===== src/rtl/prio_enc_rr.sv =====
// Registered N-to-log2(N) priority encoder with fixed-priority and round-robin modes.
// Latency: req sampled on edge k appears on out_* after edge k; one grant per cycle with out_ready high.
// Backpressure: outputs hold frozen while out_valid && !out_ready; requests are not latched meanwhile.
module prio_enc_rr #(
    parameter int N = 8,
    localparam int W = $clog2(N)
) (
    input  logic         clk,
    input  logic         rst_n,
    input  logic [N-1:0] req,
    input  logic         mode,
    input  logic         out_ready,
    output logic         out_valid,
    output logic [W-1:0] out_idx,
    output logic [N-1:0] out_onehot,
    output logic         out_multi
);

    localparam logic [W-1:0] LAST  = W'(N - 1);
    localparam logic [W:0]   N_EXT = (W + 1)'(N);

    typedef enum logic {IDLE, HOLD} state_t;

    state_t       state;
    logic [W-1:0] ptr;
    // Remembers whether the held grant was won in round-robin mode, so the
    // pointer only advances for rr grants even if mode changed during HOLD.
    logic         held_rr;

    logic           hs;
    logic           any_req;
    logic [W-1:0]   ptr_adv;
    logic [W-1:0]   search_ptr;
    logic [2*N-1:0] rot;
    logic [W-1:0]   rr_off;
    logic [W:0]     rr_sum;
    logic [W-1:0]   rr_idx;
    logic [W-1:0]   win_idx;
    logic           win_multi;

    function automatic logic [W-1:0] lowest_set(input logic [N-1:0] v);
        logic [W-1:0] r;
        r = '0;
        for (int i = N - 1; i >= 0; i--) begin
            if (v[i]) r = W'(i);
        end
        return r;
    endfunction

    // Winner selection; the rr search starts from the pointer as it will be
    // after this edge's handshake, so back-to-back grants rotate correctly.
    always_comb begin
        hs         = out_valid && out_ready;
        any_req    = |req;
        ptr_adv    = (out_idx == LAST) ? '0 : out_idx + W'(1);
        search_ptr = (hs && held_rr) ? ptr_adv : ptr;
        // Rotate so the search origin lands on bit 0, then map back modulo N.
        rot        = {req, req} >> search_ptr;
        rr_off     = lowest_set(rot[N-1:0]);
        rr_sum     = {1'b0, search_ptr} + {1'b0, rr_off};
        rr_idx     = (rr_sum >= N_EXT) ? W'(rr_sum - N_EXT) : rr_sum[W-1:0];
        win_idx    = mode ? rr_idx : lowest_set(req);
        // More than one bit set iff clearing the lowest set bit leaves something.
        win_multi  = (req & (req - N'(1))) != '0;
    end

    // Two-state capture/hold FSM with registered outputs and rr pointer.
    always_ff @(posedge clk or negedge rst_n) begin
        if (!rst_n) begin
            state      <= IDLE;
            ptr        <= '0;
            held_rr    <= 1'b0;
            out_valid  <= 1'b0;
            out_idx    <= '0;
            out_onehot <= '0;
            out_multi  <= 1'b0;
        end else begin
            if (hs && held_rr) begin
                ptr <= ptr_adv;
            end
            case (state)
                IDLE: begin
                    if (any_req) begin
                        state      <= HOLD;
                        held_rr    <= mode;
                        out_valid  <= 1'b1;
                        out_idx    <= win_idx;
                        out_onehot <= N'(1) << win_idx;
                        out_multi  <= win_multi;
                    end
                end
                HOLD: begin
                    if (out_ready) begin
                        if (any_req) begin
                            held_rr    <= mode;
                            out_idx    <= win_idx;
                            out_onehot <= N'(1) << win_idx;
                            out_multi  <= win_multi;
                        end else begin
                            state      <= IDLE;
                            held_rr    <= 1'b0;
                            out_valid  <= 1'b0;
                            out_idx    <= '0;
                            out_onehot <= '0;
                            out_multi  <= 1'b0;
                        end
                    end
                end
                default: state <= IDLE;
            endcase
        end
    end

endmodule


===== config.mk =====
export PLATFORM = sky130hd
export DESIGN_NAME = prio_enc_rr
export DESIGN_NICKNAME = d
export VERILOG_FILES = /design/src/rtl/prio_enc_rr.sv
export SDC_FILE = /design/constraint.sdc
export NUM_CORES = 1
export LEC_CHECK = 0
export CORE_ASPECT_RATIO = 0.5
export CORE_MARGIN = 2
export CORE_UTILIZATION = 35
export DETAILED_ROUTE_END_ITERATION = 7
export DONT_BUFFER_PORTS = 1
export SLEW_MARGIN = 20
export SYNTH_ARGS = -nofsm -noshare
export SYNTH_HDL_FRONTEND = slang
export SYNTH_SLANG_ARGS = --single-unit

===== constraint.sdc =====
create_clock -name clk -period 3.5 [get_ports clk]
set_clock_uncertainty 0.05 [all_clocks]
set_input_delay 0.525 -clock clk [delete_from_list [all_inputs] [get_ports clk]]
set_output_delay 0.525 -clock clk [all_outputs]
set_load 0.005 [all_outputs]

After elaboration in Yosys (flattened, before gate mapping) --
Cells that the tools add are included.
Storage, ports and cells: register bits after elaboration 18, input port bits 12, word-level logic and storage cells 69
Cells by class: $add $sub $neg 4, order comparisons 1, eq/ne operators 4, shift-type cells 2, mux-type cells 43, bitwise operators 2, reduce and logical (&&, ||, !) cells 6
Operators with widths (count):
- 3-bit two-way mux | 23
- 8-bit two-way mux | 3
- 8-bit case mux with 2 select lines | 1
- 16-bit by 3-bit >> shifter with 8-bit output | 1
- 1-bit two-way mux | 11
- 8-bit AND | 1
- 1-bit case mux with 2 select lines | 4
- 8-bit nonzero test | 1
- 8-bit OR reduction | 1
- 1-bit by 3-bit << shifter with 8-bit output (first input constant) | 1
- 8-bit by 1-bit subtractor with 8-bit output (second input constant) | 1
- 2-bit != test (second input constant) | 3
- 3-bit case mux with 2 select lines | 1
- 3-bit by 3-bit adder with 4-bit output | 1
- 4-bit >= comparator (second input constant) | 1
- 3-bit by 1-bit adder with 3-bit output (second input constant) | 1
- 3-bit == test (second input constant) | 1
- 3-bit AND reduction | 1
- 3-bit by 1-bit subtractor with 3-bit output (second input constant) | 1
- 1-bit logical AND | 2
- 2-bit AND reduction | 1
- 1-bit NOT | 1

Logic depth before layout (Yosys ltp) --
Gate-level depths: netlist of the first run.
depth in word-level cells 20, mapped depth 16

Least setup slack after synthesis of the first run --
Ideal clock, no wire load.
path kind register -> register, from reg out_idx[0], to reg out_onehot[0], setup time 0.122 ns, data arrival time 3.340 ns, data required time 3.328 ns, setup slack -0.011 ns, cell stages (with the launch flop) 15, period minus slack after synthesis 3.511 ns, cell sequence dfrtp_1 > ha_1 > nand4_1 > a21boi_4 > buf_6 > mux2i_1 > nand2_1 > a221o_1 > o21ai_0 > a21oi_1 > a31o_2 > fa_1 > xor2_2 > a31o_1 > a32o_1
On the way: longest elaborated chain between the ends 20, elaborated cells between the ends (all ways) 23, those cells by class add/sub (3); order compare (1); eq/ne (1); shift (2); mux (16)
Ends and longest elaborated chain:
- start, declared | line 14 | output logic [W-1:0] out_idx,
- start signal, assigned | line 87 | out_idx <= win_idx;
- start signal, assigned | line 96 | out_idx <= win_idx;
- 3-bit by 1-bit adder with 3-bit output or 3-bit == test (tied branches) | line 55 | ptr_adv = (out_idx == LAST) ? '0 : out_idx + W'(1);
- 3-bit two-way mux * | line 55
- 3-bit two-way mux *
- 16-bit by 3-bit >> shifter with 8-bit output | line 58 | rot = {req, req} >> search_ptr;
- 3-bit two-way mux (8 in a row) | line 45 | if (v[i]) r = W'(i);
- 3-bit by 3-bit adder with 4-bit output * | line 60 | rr_sum = {1'b0, search_ptr} + {1'b0, rr_off};
- 4-bit >= comparator or 3-bit by 1-bit subtractor with 3-bit output (tied branches) | line 61 | rr_idx = (rr_sum >= N_EXT) ? W'(rr_sum - N_EXT) : rr_sum[W-1:0];
- 3-bit two-way mux * | line 61
- 3-bit two-way mux * | line 62 | win_idx = mode ? rr_idx : lowest_set(req);
- 1-bit by 3-bit << shifter with 8-bit output * | line 88, 97
- 8-bit two-way mux | line 94 | if (any_req) begin
- 8-bit two-way mux | line 93 | if (out_ready) begin
- 8-bit case mux with 2 select lines * | line 81 | case (state)
- end signal, assigned | line 88 | out_onehot <= N'(1) << win_idx;
- end signal, assigned | line 97 | out_onehot <= N'(1) << win_idx;
- end, declared | line 15 | output logic [N-1:0] out_onehot,
Every way passes the cells marked *; elsewhere a longest branch is shown, timed or not. The select of a mux whose other input is x is not followed. A chain may end at the register's enable or synchronous reset.

Final worst setup path of the first run --
Ends and elaborated chain as after synthesis.

==> impl_metrics.json, run 1 <==
{
  "grt_pass1_vias": 1332,
  "area_delta_synth_final_pct": 20.8,
  "syn-num-nets": 187,
  "utilization": 0.451,
  "synth_edf_count": 0,
  "antenna_found_initial": 0,
  "drtIter0Drc": 105,
  "synth_flop_cell": "dfrtp_1",
  "synth_area_sq_mm": 0.00149,
  "layout-drive-gt1-share": 0.263,
  "total_power_uw": 1470,
  "endpoint_kind": "register",
  "gr-usage-all-layers": 0.180,
  "drc": 0,
  "r2r_setup_slack_ps": -50,
  "fmax_ghz": 0.282,
  "cp_num_buf_inv": 1,
  "wl_microns": 4070,
  "rr_worst_depth": 15,
  "ant_nets": 0,
  "numCtsBuffers": 3,
  "crit_cells": 15,
  "fin_ws_ps": -47.0,
  "htreeDepth": 1,
  "dpl.hpwl_microns": 3070,
  "final_max_slew_viol_count": 0,
  "n_antenna_cell": 0,
  "io_pins": 25,
  "preCtsSetupSlack_ps": -86.8,
  "synth_cell_types": 53,
  "die-area_sq_mm": 0.00482,
  "power_density_mw_per_mm2": 818,
  "cts_sinks": 18,
  "dieWidth_microns": 96.2,
  "worstPathRequired_ps": 3590,
  "synth_async_sr_flop_share": 1.00,
  "vias": 1441,
  "hold_path.class": "in2reg",
  "gp_congestion": 0.983,
  "path_cells": "ha_1 > nand4_1 > a21boi_4 > buf_6 > nand2_1 > o211a_1 > o221ai_2 > o31ai_1 > o31ai_1 > a221oi_2 > ha_2 > fa_2 > xor2_2 > a31o_1 > a32o_1",
  "routedWlPerCell_microns": 17.0,
  "rsz0062_at_grt": "yes",
  "ys_seq_area_frac": 0.303,
  "max_slew_margin": 0.460,
  "clk_latency_ps": 250,
  "status": "complete, but fails checks",
  "synth_cells": 171,
  "fin_crit_ps": 3550,
  "die_y_microns": 50.1,
  "setup_violations": 5,
  "worst_path_most_repeated_cell": "o31ai_1",
  "worstSetupPathType": "reg2reg",
  "violations": "negative setup slack",
  "worstMarginPinSlew_ps": 807,
  "ys_ff_latch": 18,
  "cts_tree": "done",
  "core_area_sq_mm": 0.00398,
  "viasPerCell": 6.00,
  "critPathMaxStageDelay_ps": 380,
  "seqCellArea_sq_um": 450,
  "portBuffers": 0,
  "syn_avg_cell_area_sq_um": 8.69,
  "clockBufferDepth": 2,
  "grt_pass1_wl_microns": 6760,
  "ys_warn_count": 0,
  "first_pass_iters": 4,
  "cp_top_family": "compound AO/OA/AOI/OAI gates",
  "path_clk_slew_ps": 70,
  "crit_path_top_delay_cell": "dfrtp_1",
  "crit_fanout": 4,
  "root_buffer": "clkbuf_8",
  "overflow": 0,
  "crit_path_start_kind": "register",
  "peakVddDrop_uv": 389,
  "cap_violations": 0,
  "row_count": 16,
  "min_period_over_period": 1.01,
  "initial_core_util": 0.373,
  "final_nets": 203,
  "report.final.hold_viol_count": 0,
  "multiInputGateArea_sq_um": 981,
  "hold_depth": 1,
  "final.fill_count": 383,
  "arrival_ps": 3640,
  "grt_max_degree": 19,
  "p_leak_uw": 0.000774
}
registers in the layout (all words and copies together), names as in the netlist:
register,count
out_onehot,8
out_idx,3
ptr,3
held_rr,1
out_multi,1
out_valid,1
state,1
path summary, 6_finish.rpt:
path / from / to
hold reg to reg: out_onehot[4]$_DFFE_PN0P_ / out_onehot[4]$_DFFE_PN0P_
max in group asynchronous: rst_n / out_onehot[0]$_DFFE_PN0P_
min in group asynchronous: rst_n / out_idx[0]$_DFFE_PN0P_
hold / removal: out_ready / out_valid$_DFFE_PN0P_
setup reg to reg: out_idx[0]$_DFFE_PN0P_ / out_onehot[0]$_DFFE_PN0P_
setup / recovery: out_idx[0]$_DFFE_PN0P_ / out_onehot[0]$_DFFE_PN0P_
through the flow:
step / setup TNS [ps] / instances / cell area, sq um / hold WS, ps
floorplan: 0 / 171 / 1490 / 179
global placement: -302 / 233 / 1650 / 180
detailed placement: -454 / 233 / 1650 / 180
CTS: 0 / 239 / 1750 / 305
global route: -1210 / 240 / 1800 / 319
finish: -187 / 240 / 1800 / 311
power breakdown:
group	internal, uW	leakage, uW	switching (uW)
combinational	472	0.000522	496
clock	100	0.0000288	67.9
sequential	278	0.000223	54.4
cells by family after synthesis:
kind of cell / share of synthesized area
muxes: 0.0421
buffers and inverters: 0.0749
and+or+nand+nor: 0.151
adders and majority gates: 0.0463
AOI/OAI and AO/OA: 0.372
DFF: 0.303
xor gates and xnor gates: 0.0109
worst register-to-register path, stage by stage (launching register included):
cell	delay, ps
dfrtp_1	380
ha_1	300
nand4_1	120
a21boi_4	270
buf_6	140
nand2_1	70
o211a_1	140
o221ai_2	160
o31ai_1	110
o31ai_1	320
a221oi_2	130
ha_2	200
fa_2	350
xor2_2	200
a31o_1	220
a32o_1	270
cell usage after synthesis, types with 2 or more instances:
master | number | share of area
a32o_1 | 8 | 0.054
buf_6 | 2 | 0.015
mux2i_1 | 4 | 0.027
nor3_1 | 7 | 0.024
nand2_1 | 16 | 0.040
dfrtp_1 | 18 | 0.30
a21o_1 | 3 | 0.015
inv_1 | 11 | 0.028
o211a_1 | 2 | 0.013
o211ai_1 | 5 | 0.025
clkbuf_1 | 8 | 0.020
o31ai_1 | 2 | 0.010
nand3_1 | 4 | 0.013
nor2_1 | 13 | 0.033
a21boi_0 | 2 | 0.010
a22o_1 | 3 | 0.018
a211oi_1 | 4 | 0.020
a21oi_1 | 14 | 0.047
o21ai_0 | 7 | 0.024
ha_1 | 3 | 0.025
a31oi_1 | 3 | 0.013
area by class of cell:
cell class	instances	area share
multi-input cells	129	0.546
flip-flops and latches	18	0.251
repair buffers	22	0.105
well taps	54	0.0376
clock buffers	4	0.0307
inverters	13	0.0300
what timing repair did:
item	CTS	global route
endpoints found under the setup margin	9	9
buffers inserted	1	1
endpoints found under the hold margin	18	0
hold buffers	1	0
gates resized for setup	4	10
pin swaps	6	4
placed cells by master (no fill, tap or decap), drive strengths merged, types with 4 or more instances in the layout:
| cell type | n |
|---|---|
| a21oi | 15 |
| nor2 | 13 |
| o211ai | 5 |
| a211oi | 4 |
| nand2 | 16 |
| buf | 21 |
| nand3 | 4 |
| clkbuf | 4 |
| mux2i | 5 |
| inv | 13 |
| a32o | 8 |
| o21ai | 7 |
| nor3 | 8 |
| dfrtp | 18 |
metal layers:
| metal | global-route usage | vias to the layer above | part of all wire |
|---|---|---|---|
| met4 | 0.0310 | 0 | 0.0098 |
| met5 | 0 | - | 0 |
| met3 | 0.0352 | 5 | 0.077 |
| met1 | 0.272 | 699 | 0.46 |
| li1 | - | 680 | - |
| met2 | 0.265 | 57 | 0.45 |
Note: power is estimated with default switching activity, not from simulation.
==> inputs of run 2 (changes only) <==
- GPL_ROUTABILITY_DRIVEN: not set -> 0
- clock period: 3.5 -> 3.6 ns (I/O delays scaled with it)
==> run 2 against run 1 <==
Effect of this change:
- the run now ends clean
- via count grew 2.5%
- power shrank 2.3%
- first-iteration DRC count grew 30%
- clock power shrank 4%
- worst hold slack gained 19 ps
- maximum frequency grew 0.81%
- sequential cell count is the same
- non-clock buffer count shrank 6
- register-to-register slack gained 130 ps
- sequential power shrank 2%
- critical path type unchanged
==> impl_metrics.json, run 2 (synthesis results as in run 1) <==
{
  "worstSetupPathType": "reg2reg",
  "placed_cell_area_sq_mm": 0.00159,
  "setup_violations": 0,
  "r2r_setup_slack_ps": 80,
  "design_area_sq_mm": 0.00177,
  "grt_pass1_wl_microns": 6920,
  "seqCellArea_sq_um": 450,
  "n_antenna_cell": 0,
  "row_count": 16,
  "holdWs_ps": 330,
  "grt_pass1_vias": 1336,
  "p_leak_uw": 0.000749,
  "portBuffers": 0,
  "die_y_microns": 50.1,
  "first_pass_iters": 4,
  "overflow": 0,
  "min_period_over_period": 0.977,
  "worstPathRequired_ps": 3690,
  "antenna_found_initial": 0,
  "crit_path_start_kind": "register",
  "multiInputGateArea_sq_mm": 0.00101,
  "final_nets": 197,
  "utilization": 0.445,
  "area_delta_synth_final_pct": 19.4,
  "final_common_cell": "dfrtp_1",
  "drc": 0,
  "initial_core_util": 0.373,
  "mostFrequentLayoutCells": "dfrtp_1 (18), nand2_1 (15), nor2_1 (13)",
  "routedWlPerCell_microns": 18.4,
  "dpl.hpwl_microns": 3160,
  "path_clk_slew_ps": 70,
  "report.final.hold_viol_count": 0,
  "fin_ws_ps": 81.5,
  "viasPerCell": 6.31,
  "top_register": "out_onehot",
  "clockBufferDepth": 2,
  "htreeDepth": 1,
  "power_density_mw_per_mm2": 809,
  "endpoint_kind": "register",
  "layout-drive-gt1-share": 0.272,
  "gr-usage-all-layers": 0.183,
  "arrival_ps": 3610,
  "final_max_slew_viol_count": 0,
  "largest_register_ffs": 8,
  "cts_tree": "done",
  "wl_microns": 4300,
  "crit_fanout": 6,
  "fin_crit_ps": 3520,
  "finalSetupTns_ps": 0,
  "vias": 1477,
  "numCtsBuffers": 3,
  "hold_path.class": "in2reg",
  "top_regs": "out_onehot x8, out_idx x3, ptr x3",
  "root_buffer": "clkbuf_8",
  "clk_latency_ps": 250,
  "final.fill_count": 372,
  "die-area_sq_mm": 0.00482,
  "grt_max_degree": 19,
  "io_pins": 25,
  "cap_violations": 0,
  "max_slew_margin": 0.467,
  "status": "finished, final reports clean",
  "dieWidth_microns": 96.2,
  "rsz0062_at_grt": "yes",
  "cts_sinks": 18,
  "ant_nets": 0,
  "fmax_ghz": 0.284,
  "worstMarginPinSlew_ps": 797,
  "core_area_sq_mm": 0.00398,
  "peakVddDrop_uv": 369,
  "preCtsSetupSlack_ps": 2.84,
  "drtIter0Drc": 136
}
-- run 2: worst max-delay path: stages (launching register included) --
cell and delay, ps:
dfrtp_1 380, ha_1 290, nand4_1 120, a21boi_4 320
inv_2 100, nor3_1 230, a21oi_2 80, o221ai_2 180
o31ai_2 110, o31ai_2 210, a221oi_2 100, ha_2 210
fa_2 370, xor2_2 160, a31o_1 220, a32o_1 270
-- run 2: what timing repair did --
action                                 4_1_cts  5_1_grt
cloned                                       0        0
hold buffers                                 1        0
resized for setup                            3       23
pin swaps                                    0       14
buffers inserted                             1        2
setup endpoints to repair                    5       10
endpoints found under the hold margin       18        0
-- run 2: through the flow --
step                std cells  power (uW)
floorplan                 171         916
global placement          226        1100
detailed placement        226        1110
CTS                       232        1300
global route              234        1550
finish                    234        1430
-- run 2: final timing paths --
check,start,cells past startpoint,end
min in group asynchronous,rst_n,1,out_multi$_DFFE_PN0P_
worst max register to register,out_idx[0]$_DFFE_PN0P_,15,out_onehot[0]$_DFFE_PN0P_
worst min-delay path,out_ready,1,out_valid$_DFFE_PN0P_
worst max-delay path,out_idx[0]$_DFFE_PN0P_,15,out_onehot[0]$_DFFE_PN0P_
worst min register to register,out_onehot[1]$_DFFE_PN0P_,1,out_onehot[1]$_DFFE_PN0P_
max in group asynchronous,rst_n,1,out_onehot[1]$_DFFE_PN0P_
-- run 2: cell type report --
| cell class | instances | area share |
|---|---|---|
| Multi-Input combinational cell | 129 | 0.569 |
| Sequential cell | 18 | 0.254 |
| Timing Repair Buffer | 16 | 0.0776 |
| Tap cell | 54 | 0.0381 |
| Clock buffer | 4 | 0.0310 |
| Inverter | 13 | 0.0303 |
-- run 2: metal layers --
layer  track usage  part of all wire
met1         0.271              0.46
met2         0.275              0.44
met3        0.0291             0.081
met4        0.0500             0.014
met5             0                 0
-- run 2: power by group --
group / switching [uW] / internal [uW] / total [uW]
clock: 64.5 / 97.0 / 162
sequential: 55.4 / 270 / 325
combinational: 510 / 438 / 948
total: 630 / 805 / 1430
==> inputs of run 3 (changes only) <==
- HOLD_SLACK_MARGIN: not set -> 0.12
==> results of run 3 <==
Same layout as run 2: the final DEF is identical, and so are final timing and power.
